File: config.mk
export PLATFORM = sky130hd
export DESIGN_NAME = spi_rx_fifo
export DESIGN_NICKNAME = d
export VERILOG_FILES = /design/src/rtl/spi_rx_fifo.sv
export SDC_FILE = /design/constraint.sdc
export NUM_CORES = 1
export LEC_CHECK = 0
export BUFFER_PORTS_ARGS = -buffer_cell sky130_fd_sc_hd__buf_2
export CAP_MARGIN = 20
export CORE_AREA = 2 2 165 167
export CTS_BUF_LIST = sky130_fd_sc_hd__clkbuf_4
export CTS_CLUSTER_SIZE = 14
export DETAILED_ROUTE_END_ITERATION = 12
export DIE_AREA = 0 0 167 169
export PLACE_DENSITY = 0.67
export SLEW_MARGIN = 10
export SYNTH_ARGS = -nofsm -noshare
export SYNTH_HDL_FRONTEND = slang
export SYNTH_SLANG_ARGS = --single-unit
File: constraint.sdc
create_clock -name sys_clk -period 4.5 [get_ports sys_clk]
set_input_delay 0.45 -clock sys_clk [delete_from_list [all_inputs] [get_ports sys_clk]]
set_output_delay 0.45 -clock sys_clk [all_outputs]
set_load 0.01 [all_outputs]
File: src/rtl/spi_rx_fifo.sv
// spi_rx_fifo
//   Receive-side FWFT buffer behind the SPI master. Every completed frame
//   (spi_done strobe + spi_rdata) is pushed into a register-array FIFO that
//   sys_clk consumers drain with rd_en. Frame/drop statistics and a sticky
//   overflow flag are kept for the control path.
//
// Ports
//   sys_clk, sys_rst_n : clock, async active-low reset
//   spi_done/spi_rdata : frame strobe and data from the SPI master (write side)
//   flush              : synchronous clear of the FIFO contents
//   rd_en              : pop head entry
//   rd_data/rd_valid   : head entry (0 while empty) / FIFO non-empty
//   full/almost_full   : level == DEPTH / level >= AF_LEVEL
//   level              : number of stored entries
//   ovf/ovf_clr        : sticky overflow flag and its clear
//   drop_cnt           : dropped-frame count, saturating at 255
//   frame_cnt          : spi_done pulse count, wrapping
module spi_rx_fifo #(
    parameter int DATA_W   = 16,
    parameter int DEPTH    = 16,
    parameter int AF_LEVEL = 12
) (
    input  logic                       sys_clk,
    input  logic                       sys_rst_n,
    input  logic                       spi_done,
    input  logic [DATA_W-1:0]          spi_rdata,
    input  logic                       flush,
    input  logic                       rd_en,
    output logic [DATA_W-1:0]          rd_data,
    output logic                       rd_valid,
    output logic                       full,
    output logic                       almost_full,
    output logic [$clog2(DEPTH):0]     level,
    output logic                       ovf,
    input  logic                       ovf_clr,
    output logic [7:0]                 drop_cnt,
    output logic [15:0]                frame_cnt
);

    localparam int AW = $clog2(DEPTH);
    localparam logic [AW:0] AF_LVL = (AW+1)'(AF_LEVEL);
    localparam logic [AW:0] PTR_ONE = (AW+1)'(1);

    logic [DATA_W-1:0] mem [DEPTH];
    logic [AW:0]       wp, rp;
    logic              empty;
    logic              do_wr, do_rd, drop;

    // Pointers carry a wrap bit: equal low bits with differing wrap bits
    // means the write side has lapped the read side exactly once.
    assign empty       = (wp == rp);
    assign full        = (wp[AW-1:0] == rp[AW-1:0]) && (wp[AW] != rp[AW]);
    assign level       = wp - rp;
    assign rd_valid    = !empty;
    assign almost_full = (level >= AF_LVL);
    assign rd_data     = rd_valid ? mem[rp[AW-1:0]] : '0;

    // A write into a full FIFO is allowed when the same cycle pops, since
    // the freed slot is the one being written. Flush discards any frame
    // arriving in the same cycle without counting it as a drop.
    assign do_rd = rd_en && rd_valid && !flush;
    assign do_wr = spi_done && !flush && (!full || rd_en);
    assign drop  = spi_done && !flush && full && !rd_en;

    always_ff @(posedge sys_clk) begin
        if (do_wr)
            mem[wp[AW-1:0]] <= spi_rdata;
    end

    always_ff @(posedge sys_clk or negedge sys_rst_n) begin
        if (!sys_rst_n) begin
            wp        <= '0;
            rp        <= '0;
            ovf       <= 1'b0;
            drop_cnt  <= '0;
            frame_cnt <= '0;
        end else begin
            if (do_wr)
                wp <= wp + PTR_ONE;

            if (flush)
                rp <= wp;
            else if (do_rd)
                rp <= rp + PTR_ONE;

            // Set has priority over clear so a drop is never lost.
            if (drop)
                ovf <= 1'b1;
            else if (ovf_clr)
                ovf <= 1'b0;

            if (drop && drop_cnt != 8'hFF)
                drop_cnt <= drop_cnt + 8'd1;

            if (spi_done)
                frame_cnt <= frame_cnt + 16'd1;
        end
    end

endmodule

**Word level (Yosys, flattened, before mapping)**

Memories as Yosys holds them, arrays and structs flattened.
Cells that the tools add are included.

- Memories kept: 1
- Bits in read-only memories: 0
- Bits in writable memories: 256
- Bits in latches: 0
- Input bits: 22
- Register bits: 35

Memories:

| name | words | bits a word | rd ports | clocked after Yosys merged registers in | write ports | line | source |
|---|---|---|---|---|---|---|---|
| mem | 16 | 16 | 1 | 0 | 1 | 44 | `logic [DATA_W-1:0] mem [DEPTH];` |

- Div/mod/pow operators: 0
- Reduce and logical (&&, ||, !) cells: 15
- Order comparisons: 1
- Shift operators: 0
- Add/subtract/negate cells: 5
- Muxes and demuxes: 7
- Bitwise logic cells: 0
- Multipliers: 0
- Eq/ne operators: 4

Operators by type and width:

| kind | count |
|---|---|
| adder 16 x 1 -> 16 bit (second input constant) | 1 |
| two-way mux 16 bit | 1 |
| adder 5 x 1 -> 5 bit (second input constant) | 2 |
| two-way mux 5 bit | 2 |
| adder 8 x 1 -> 8 bit (second input constant) | 1 |
| logical AND 1 bit | 8 |
| != test 8 bit (second input constant) | 1 |
| equality test 5 bit | 1 |
| >= comparator 5 x 4 -> 1 bit (second input constant) | 1 |
| subtractor 5 bit | 1 |
| equality test 4 bit | 1 |
| logical NOT 1 bit | 4 |
| two-way mux 1 bit | 4 |
| nonzero test 2 bit | 2 |
| logical OR 1 bit | 1 |
| != test 1 bit | 1 |

**Logic depth before layout (Yosys ltp)**

Gate-level depths: netlist of the first run.

- Word-level depth: 7
- Mapped depth: 11

**Worst setup path after synthesis of the first run**

No wires, ideal clock.

- Path kind: register -> register
- From: register rp[2]
- To: memory mem[0][0] (enable)
- Buffers on the path: 4
- Library setup time: 0.409 ns
- Path slack: 0.296 ns
- Clock period less this slack: 4.204 ns
- Arrival: 3.795 ns
- Cell stages (with the launch flop): 11
- Cells stage by stage: dfrtp_1 clkbuf_1 buf_2 inv_2 buf_1 ha_1 and4_1 clkbuf_1 a31oi_1 nand2_1 nor3_1

- Cells in the longest elaborated chain, start to end: 7

Ends and longest elaborated chain:

| element | line | source |
|---|---|---|
| start: declaration | 45 | `logic [AW:0] wp, rp;` |
| start signal: assignment | 82 | `rp <= wp;` |
| start signal: assignment | 84 | `rp <= rp + PTR_ONE;` |
| equality test 4 bit | 52 | `assign full = (wp[AW-1:0] == rp[AW-1:0]) && (wp[AW] != rp[AW]);` |
| logical AND 1 bit | 52 |  |
| logical NOT 1 bit | 62 | `assign do_wr = spi_done && !flush && (!full \|\| rd_en);` |
| logical OR 1 bit | 62 |  |
| logical AND 1 bit | 62 |  |
| two-way mux 1 bit | 66 | `if (do_wr)` |
| two-way mux 1 bit (not written as such) | 67 | `mem[wp[AW-1:0]] <= spi_rdata;` |
| end: declaration | 44 |  |

No other way between the ends.

**Worst setup path in the final report of the first run**

- From: register rp[3]
- To: output rd_data[15]

- Cells in the longest elaborated chain, start to end: 2
- Elaborated cells on any way between the ends: 3

Ends and longest elaborated chain:

| element | line | source |
|---|---|---|
| memory (16 x 16 bit) or equality test 5 bit (tied branches) | -- |  |
| two-way mux 16 bit (*) | 56 | `assign rd_data = rd_valid ? mem[rp[AW-1:0]] : '0;` |
| end: declaration | 29 | `output logic [DATA_W-1:0] rd_data,` |

Every way passes the cells marked *; elsewhere a longest branch is shown, timed or not.

==> results of run 1 <==
metal layers:
| metal | GRT usage, % | wire length (um) | vias to the layer above |
|---|---|---|---|
| li1 | - | - | 2785 |
| met1 | 24.64 | 10840 | 3213 |
| met2 | 29.27 | 12090 | 252 |
| met3 | 4.092 | 1696 | 49 |
| met4 | 7.946 | 605 | 0 |
| met5 | 0 | 0 | - |
layout make-up:
| class | instances | area (um^2) |
|---|---|---|
| fill | 2166 | 12990 |
| sequential | 291 | 8567 |
| multi-input combinational | 272 | 2960 |
| clock buffer | 103 | 773.2 |
| timing repair buffer | 101 | 603.1 |
| tap | 341 | 426.7 |
| clock inverter | 23 | 122.6 |
| inverter | 15 | 56.30 |
| antenna | 2 | 5.005 |
flip-flops by register name (all words and copies together) (netlist names):
name       cells
frame_cnt     16
wp             5
ovf            1
mem          256
rp             5
drop_cnt       8
worst max path at each step:
stage,from,endpoint,slack (ns)
detailed placement,rp[1]$_DFFE_PN0P_,mem[2][5]$_DFFE_PP_,1.19
CTS,rp[0]$_DFFE_PN0P_,rd_data[7],0.48
floorplan,rp[2]$_DFFE_PN0P_,mem[0][0]$_DFFE_PP_,0.30
global route,rp[0]$_DFFE_PN0P_,rd_data[7],0.31
finish,rp[3]$_DFFE_PN0P_,rd_data[15],0.56
global placement,rp[0]$_DFFE_PN0P_,rd_data[7],1.28
cells in the mapped netlist:
cell type / n
ha_1: 11
and4_1: 1
a311o_1: 1
and3_1: 1
nor3_1: 10
xnor2_1: 16
inv_1: 13
a31oi_1: 3
a21oi_1: 21
nor4_1: 2
buf_2: 7
a21o_1: 1
nor2_1: 19
mux4_2: 64
mux2i_1: 17
buf_1: 4
o211ai_1: 1
and2_1: 1
dfrtp_1: 35
or3_1: 1
xor2_1: 16
clkbuf_1: 13
nor2b_1: 2
nand3_1: 5
mux2_2: 19
nor4b_2: 1
a32o_1: 1
o21a_1: 1
inv_2: 2
nand2b_1: 3
o21ai_0: 22
edfxtp_1: 256
or2_2: 1
nand4_1: 10
fa_1: 1
buf_4: 2
nand2_1: 16
or4_1: 2
nor4_2: 1
a31o_2: 1
worst max-delay path: stages, from the launching register on:
cell and delay (ns):
dfrtp_1 0.32, buf_4 0.36, inv_1 0.15, ha_1 0.36
and4_1 0.24, nand2_1 0.65, o21ai_0 0.33, a21oi_1 0.26
buf_2 0.17
where the power goes:
part           internal [mW]  switching (mW)
Combinational           1.21            1.44
Sequential              3.15           0.211
Clock                   1.11            1.00
cells by family (layout without fill, tap and decap cells):
group,Yosys count,in the layout,share of synthesized area [%]
compound gates,52,52,2.444
xor+xnor,32,32,2.401
fa+ha+maj,12,12,1.351
buf+inv,41,242,1.458
flops,291,291,73.37
mux,100,100,15.64
other cells,0,2,0
simple gates,76,76,3.334
timing repair:
action / CTS / global route
endpoints found under the setup margin: 0 / 0
endpoints found under the hold margin: 37 / 0
hold buffers: 3 / 0
==> qor.yml, run 1 <==
clocking:
  htreeDepth: 3
  postCtsSetupRepairBufs: 0
  clk_pin_slew_ns: 0.06
  cts_tree: "yes"
  insertion_delay_ns: 0.66
  post_cts_resized: 0
  numCtsBuffers: 74
  ctsLongestPathBuffers: 3
  cts-root-buf: "clkbuf_4"
  cts.sinks: 291
hold_path:
  holdPathEnd: "rp[1]$_DFFE_PN0P_"
  holdCritStartpoint: "flush"
  whs_path_depth: 2
  hold_path_class: "in2reg"
sta:
  fin_crit_sh_pct: 87.47
  hold_viol_final: 0
  clock.fmax_mhz: 254.1
  fin_ws_ns: 0.5640
  fin_setup_tns_ns: 0
  relSlewSlack_pct: 44.19
  worst_pin_slew_ns: 0.8352
  grt_setup_unrepaired: "false"
  drv_slew: 0
  min_period_ns: 3.936
  setup_viol: 0
  fin_worst_hold_slack_ns: 0.1576
  skew_ns: 0.03714
placement:
  gp_congestion: 0.8081
  place_area_um2: 12580
  dpl.cell_count: 1017
  dp_slack_ns: 1.191
  hpwl_mm: 15.19
  port_buffers: 70
finish:
  utilization_pct: 51.00
  fin_cells: 1148
  finalInstanceArea_um2: 13510
  drive_gt1_share_pct: 37.64
  layout_commonest_cell: "edfxtp_1"
  nets: 789
  layout_common_cells: "edfxtp_1, clkbuf_4, buf_2"
  synthToLayoutAreaGrowth_pct: 15.79
synth:
  yosysUniqueCellTypes: 40
  syn-instance-count: 604
  synth_area_per_cell_um2: 19.32
  synth_nets: 638
  mappedNetlistArea_um2: 11670
  ys_top_cells_by_area: "edfxtp_1, mux4_2, dfrtp_1"
  ys_ff_latch: 291
  yosys.area.top_type: "edfxtp_1"
  synth_top_area_share_pct: 65.87
  ys_seq_area_share_pct: 73.37
  ys_warn_count: 0
route:
  drtIter0Drc: 652
  via_count: 6299
  drtPass1Iterations: 5
  viasPerCell: 5.487
  wire_per_inst_um: 21.98
  ant_nets: 0
  route.detailed.drc: 0
  wl_mm: 25.23
die:
  num_rows: 60
  dieArea_um2: 28220
  core_area_um2: 26500
  die_w_um: 167
  initial_core_util_pct: 44.04
  io-pin-count: 71
  chipHeight_um: 169
global_route:
  grt_pass1_vias: 6635
  grt_first_pass_wirelength_mm: 38.67
  grt_usage_pct: 18.39
  antenna_found_initial: 2
  grt_start_max_net_pins: 36
  grt_overflow: 0
power_and_ir_drop:
  power_mw: 8.125
  vdd_drop_max_uv: 676.9
  p_leak_nw: 4.811
  pwr_density_cell_nw_per_um2: 601.2
worst_setup_path:
  critPathCaptureType: "output pin"
  crit_type: "reg2out"
  r2r_slack_ns: 1.12
  r2r-start: "rp[3]$_DFFE_PN0P_"
  required_ns: 4.05
  r2r_end: "mem[2][13]$_DFFE_PP_"
  crit_fanout: 33
  reg2regPathDepth: 8
  arrival_ns: 3.49
  cp-start-kind: "flip-flop"
status:
  status: "complete, no violations"
flow_run:
  cap_violations: 0
Note: power is estimated with default switching activity, not from simulation.
==> run 2: changes to the inputs <==
--- a/config.mk
+++ b/config.mk
@@ -5,14 +5,16 @@
 export SDC_FILE = /design/constraint.sdc
 export NUM_CORES = 1
 export LEC_CHECK = 0
+export ABC_AREA = 1
 export BUFFER_PORTS_ARGS = -buffer_cell sky130_fd_sc_hd__buf_2
 export CAP_MARGIN = 20
-export CORE_AREA = 2 2 165 167
+export CORE_AREA = 2 2 174 176
 export CTS_BUF_LIST = sky130_fd_sc_hd__clkbuf_4
 export CTS_CLUSTER_SIZE = 14
 export DETAILED_ROUTE_END_ITERATION = 12
-export DIE_AREA = 0 0 167 169
+export DIE_AREA = 0 0 176 178
 export PLACE_DENSITY = 0.67
+export RECOVER_POWER = 25
 export SLEW_MARGIN = 10
 export SYNTH_ARGS = -nofsm -noshare
 export SYNTH_HDL_FRONTEND = slang
==> qor.yml, run 2 <==
worst_setup_path:
  arrival_ns: 3.17  # -0.32 ns
  critPathCaptureType: "output pin"
  critPathLaunch: "rp[0]$_DFFE_PN0P_"
  max_stage_delay_ns: 0.77  # +0.12 ns
  cp_slowest_cell: "dfrtp_4"
  cp_common_cell: "nand2_1"
  crit_chain: "inv_4 > buf_4 > nand2_1 > nand2_1 > nand2_1 > nand3_1 > nand3_1 > a21oi_1 > buf_2"
  crit_fanout: 66  # +100%
  r2r-start: "rp[0]$_DFFE_PN0P_"
  critPathBufInv: 3  # unchanged
  required_ns: 4.05  # about the same
  cp-start-kind: "flip-flop"
  path_delay_family: "buffers and inverters"
  crit_type: "reg2out"
global_route:
  grt_overflow: 0  # unchanged
  grt_usage_pct: 20.47  # +2.1 points
  grt_start_max_net_pins: 67  # +86%
  antenna_found_initial: 1  # -1
  grt_pass1_vias: 8980  # +35%
  grt_first_pass_wirelength_mm: 48.66  # +26%
status:
  status: "complete, no violations"
hold_path:
  holdCritStartpoint: "rd_en"
  hold_path_class: "in2reg"
die:
  die_w_um: 176  # +5.4%
  core_area_um2: 29400  # +11%
  dieArea_um2: 31330  # +11%
  num_rows: 63  # +5.0%
  initial_core_util_pct: 44.47  # +0.43 points
  io-pin-count: 71  # unchanged
  chipHeight_um: 178  # +5.3%
route:
  drtIter0Drc: 682  # +4.6%
  route.detailed.drc: 0  # unchanged
  wl_mm: 31.06  # +23%
  viasPerCell: 4.860  # -11%
  drtPass1Iterations: 6  # +1
  wire_per_inst_um: 16.35  # -26%
  via_count: 9229  # +47%
  ant_nets: 0  # unchanged
synth:
  synth_area_per_cell_um2: 9.801  # -49%
  synthTopCellsByCount: "nand2_1, edfxtp_1, inv_1"
  ys_ff_latch: 291  # unchanged
  ys_top_cells_by_area: "edfxtp_1, nand2_1, dfrtp_1"
  ys_warn_count: 0  # unchanged
  synth_ff_type: "edfxtp_1"
  synth_most_common_cell: "nand2_1"
  synth_top_area_share_pct: 58.79  # -7.1 points
  syn-instance-count: 1334  # +120%
  ys_seq_area_share_pct: 65.49  # -7.9 points
  synth_edf_count: 256  # unchanged
  synth_nets: 1368  # +110%
  async_flop_share_pct: 12.03  # unchanged
  yosys.area.top_type: "edfxtp_1"
  mappedNetlistArea_um2: 13080  # +12%
  yosysUniqueCellTypes: 31  # -23%
placement:
  port_buffers: 70  # unchanged
  hpwl_mm: 18.63  # +23%
  gp_congestion: 0.8377  # +3.7%
  dpl.cell_count: 1763  # +73%
power_and_ir_drop:
  internal-power_mw: 5.365  # -1.9%
  pwr_density_cell_nw_per_um2: 586.0  # -2.5%
  power_frac_comb_pct: 34.9  # +2.2 points
  switchingPower_mw: 3.362  # +27%
  switching_share_pct: 38.52  # +5.9 points
  clkPwrFrac_pct: 26.8  # +0.8 points
  seqPwrFrac_pct: 38.3  # -3.0 points
  vdd_drop_max_uv: 529.7  # -22%
  p_leak_nw: 6.740  # +40%
finish:
  synthToLayoutAreaGrowth_pct: 13.89
  fin_cells: 1899  # +65%
  layout_commonest_cell: "nand2_1"
  drive_gt1_share_pct: 15.32  # -22 points
  largest_reg_flops: 256  # unchanged
  utilization_pct: 50.65  # -0.35 points
  layout_common_cells: "nand2_1, edfxtp_1, inv_1"
  nets: 1488  # +89%
clocking:
  cts.sinks: 291  # unchanged
  cts_tree: "yes"
  insertion_delay_ns: 0.73  # +0.07 ns
  postCtsSetupRepairBufs: 0  # unchanged
  cts-root-buf: "clkbuf_4"
  clk_pin_slew_ns: 0.06  # about the same
  numCtsBuffers: 76  # +2.7%
  ctsLongestPathBuffers: 3  # unchanged
  htreeDepth: 3  # unchanged
sta:
  skew_ns: 0.07136  # +0.03422 ns
  clock.fmax_mhz: 276.6  # +8.9%
  relSlewSlack_pct: 29.04  # -15 points
  fin_crit_sh_pct: 80.34  # -7.1 points
  min_period_ns: 3.615  # -0.3206 ns
  fin_setup_tns_ns: 0  # unchanged
  worst_pin_slew_ns: 1.063  # +0.2280 ns
  drv_slew: 0  # unchanged
  setup_viol: 0  # unchanged
  hold_viol_final: 0  # unchanged
  grt_setup_unrepaired: "false"
flow_run:
  cap_violations: 0  # unchanged
-- run 2: cell types whose count changed after synthesis, sizes merged, moves of 9 or more --
cell and delta:
buf +29, inv +193, mux2 -19, mux2i -17
mux4 -64, nand2 +497, nand3 +147, nor2 +19
nor3 -9, o21ai -9
-- run 2: timing repair --
action                                  CTS  global route
hold endpoints to repair                 37             0
gates resized for setup                   0             0
endpoints found under the setup margin    0             0
hold buffers                              3             0
-- run 2: tightest hold or removal path: stages --
cell     delay (ns)
buf_2          0.14
nand3_1        0.09
nand3_1        0.07
-- run 2: power by group through the flow --
stage               sequential (mW)  clock, mW  combinational [mW]
global placement               3.39          0                3.01
floorplan                      3.29          0                2.06
global route                   3.37       2.54                3.40
detailed placement             3.40          0                3.03
CTS                            3.34       2.39                3.05
finish                         3.34       2.33                3.05
-- run 2: cell type report --
class	count	area [um^2]
repair buffers	95	541.8
clock buffers	113	848.3
fillers	2633	14510
well taps	390	488.0
multi-input cells	780	3508
clock inverters	19	143.9
flip-flops and latches	291	8568
inverters	210	790.8
diodes	1	2.502
-- run 2: cell families after synthesis --
group / count (synthesis) / share of synthesized area (%)
adders and majority gates: 12 / 1.206
buffers and inverters: 263 / 7.981
xor gates and xnor gates: 23 / 1.598
DFF: 291 / 65.49
AOI/OAI and AO/OA: 36 / 1.388
and+or+nand+nor: 709 / 22.33
-- run 2: path summary, 6_finish.rpt --
kind / to / depth (start not counted) / slack [ns]
min in group asynchronous: drop_cnt[1]$_DFFE_PN0P_ / 2 / 0.37
worst min register to register: frame_cnt[10]$_DFFE_PN0P_ / 1 / 0.51
worst max-delay path: rd_data[10] / 9 / 0.88
max in group asynchronous: rp[0]$_DFFE_PN0P_ / 2 / 3.54
worst max register to register: mem[14][15]$_DFFE_PP_ / 8 / 1.24
worst min-delay path: rp[2]$_DFFE_PN0P_ / 3 / 0.11
-- run 2: routing by layer --
layer	part of all wire, %	track usage, %	up-vias
li1	-	-	4538
met5	0	0	-
met3	7.7	5.584	57
met4	2.5	8.402	0
met1	43	26.74	4305
met2	47	32.51	329
-- run 2: stage by stage --
| stage | instance area [um^2] | hold WS, ns | worst slack [ns] | power [mW] |
|---|---|---|---|---|
| final | 14890 | 0.1054 | 0.8845 | 8.726 |
| after global placement | 13880 | 0.4810 | 1.328 | 6.402 |
| after CTS | 14910 | 0.03984 | 0.8464 | 8.788 |
| after global routing | 14890 | 0.07081 | 0.6293 | 9.310 |
| after detailed placement | 13880 | 0.4985 | 1.251 | 6.430 |
| after floorplan | 13080 | 0.1544 | 1.614 | 5.354 |
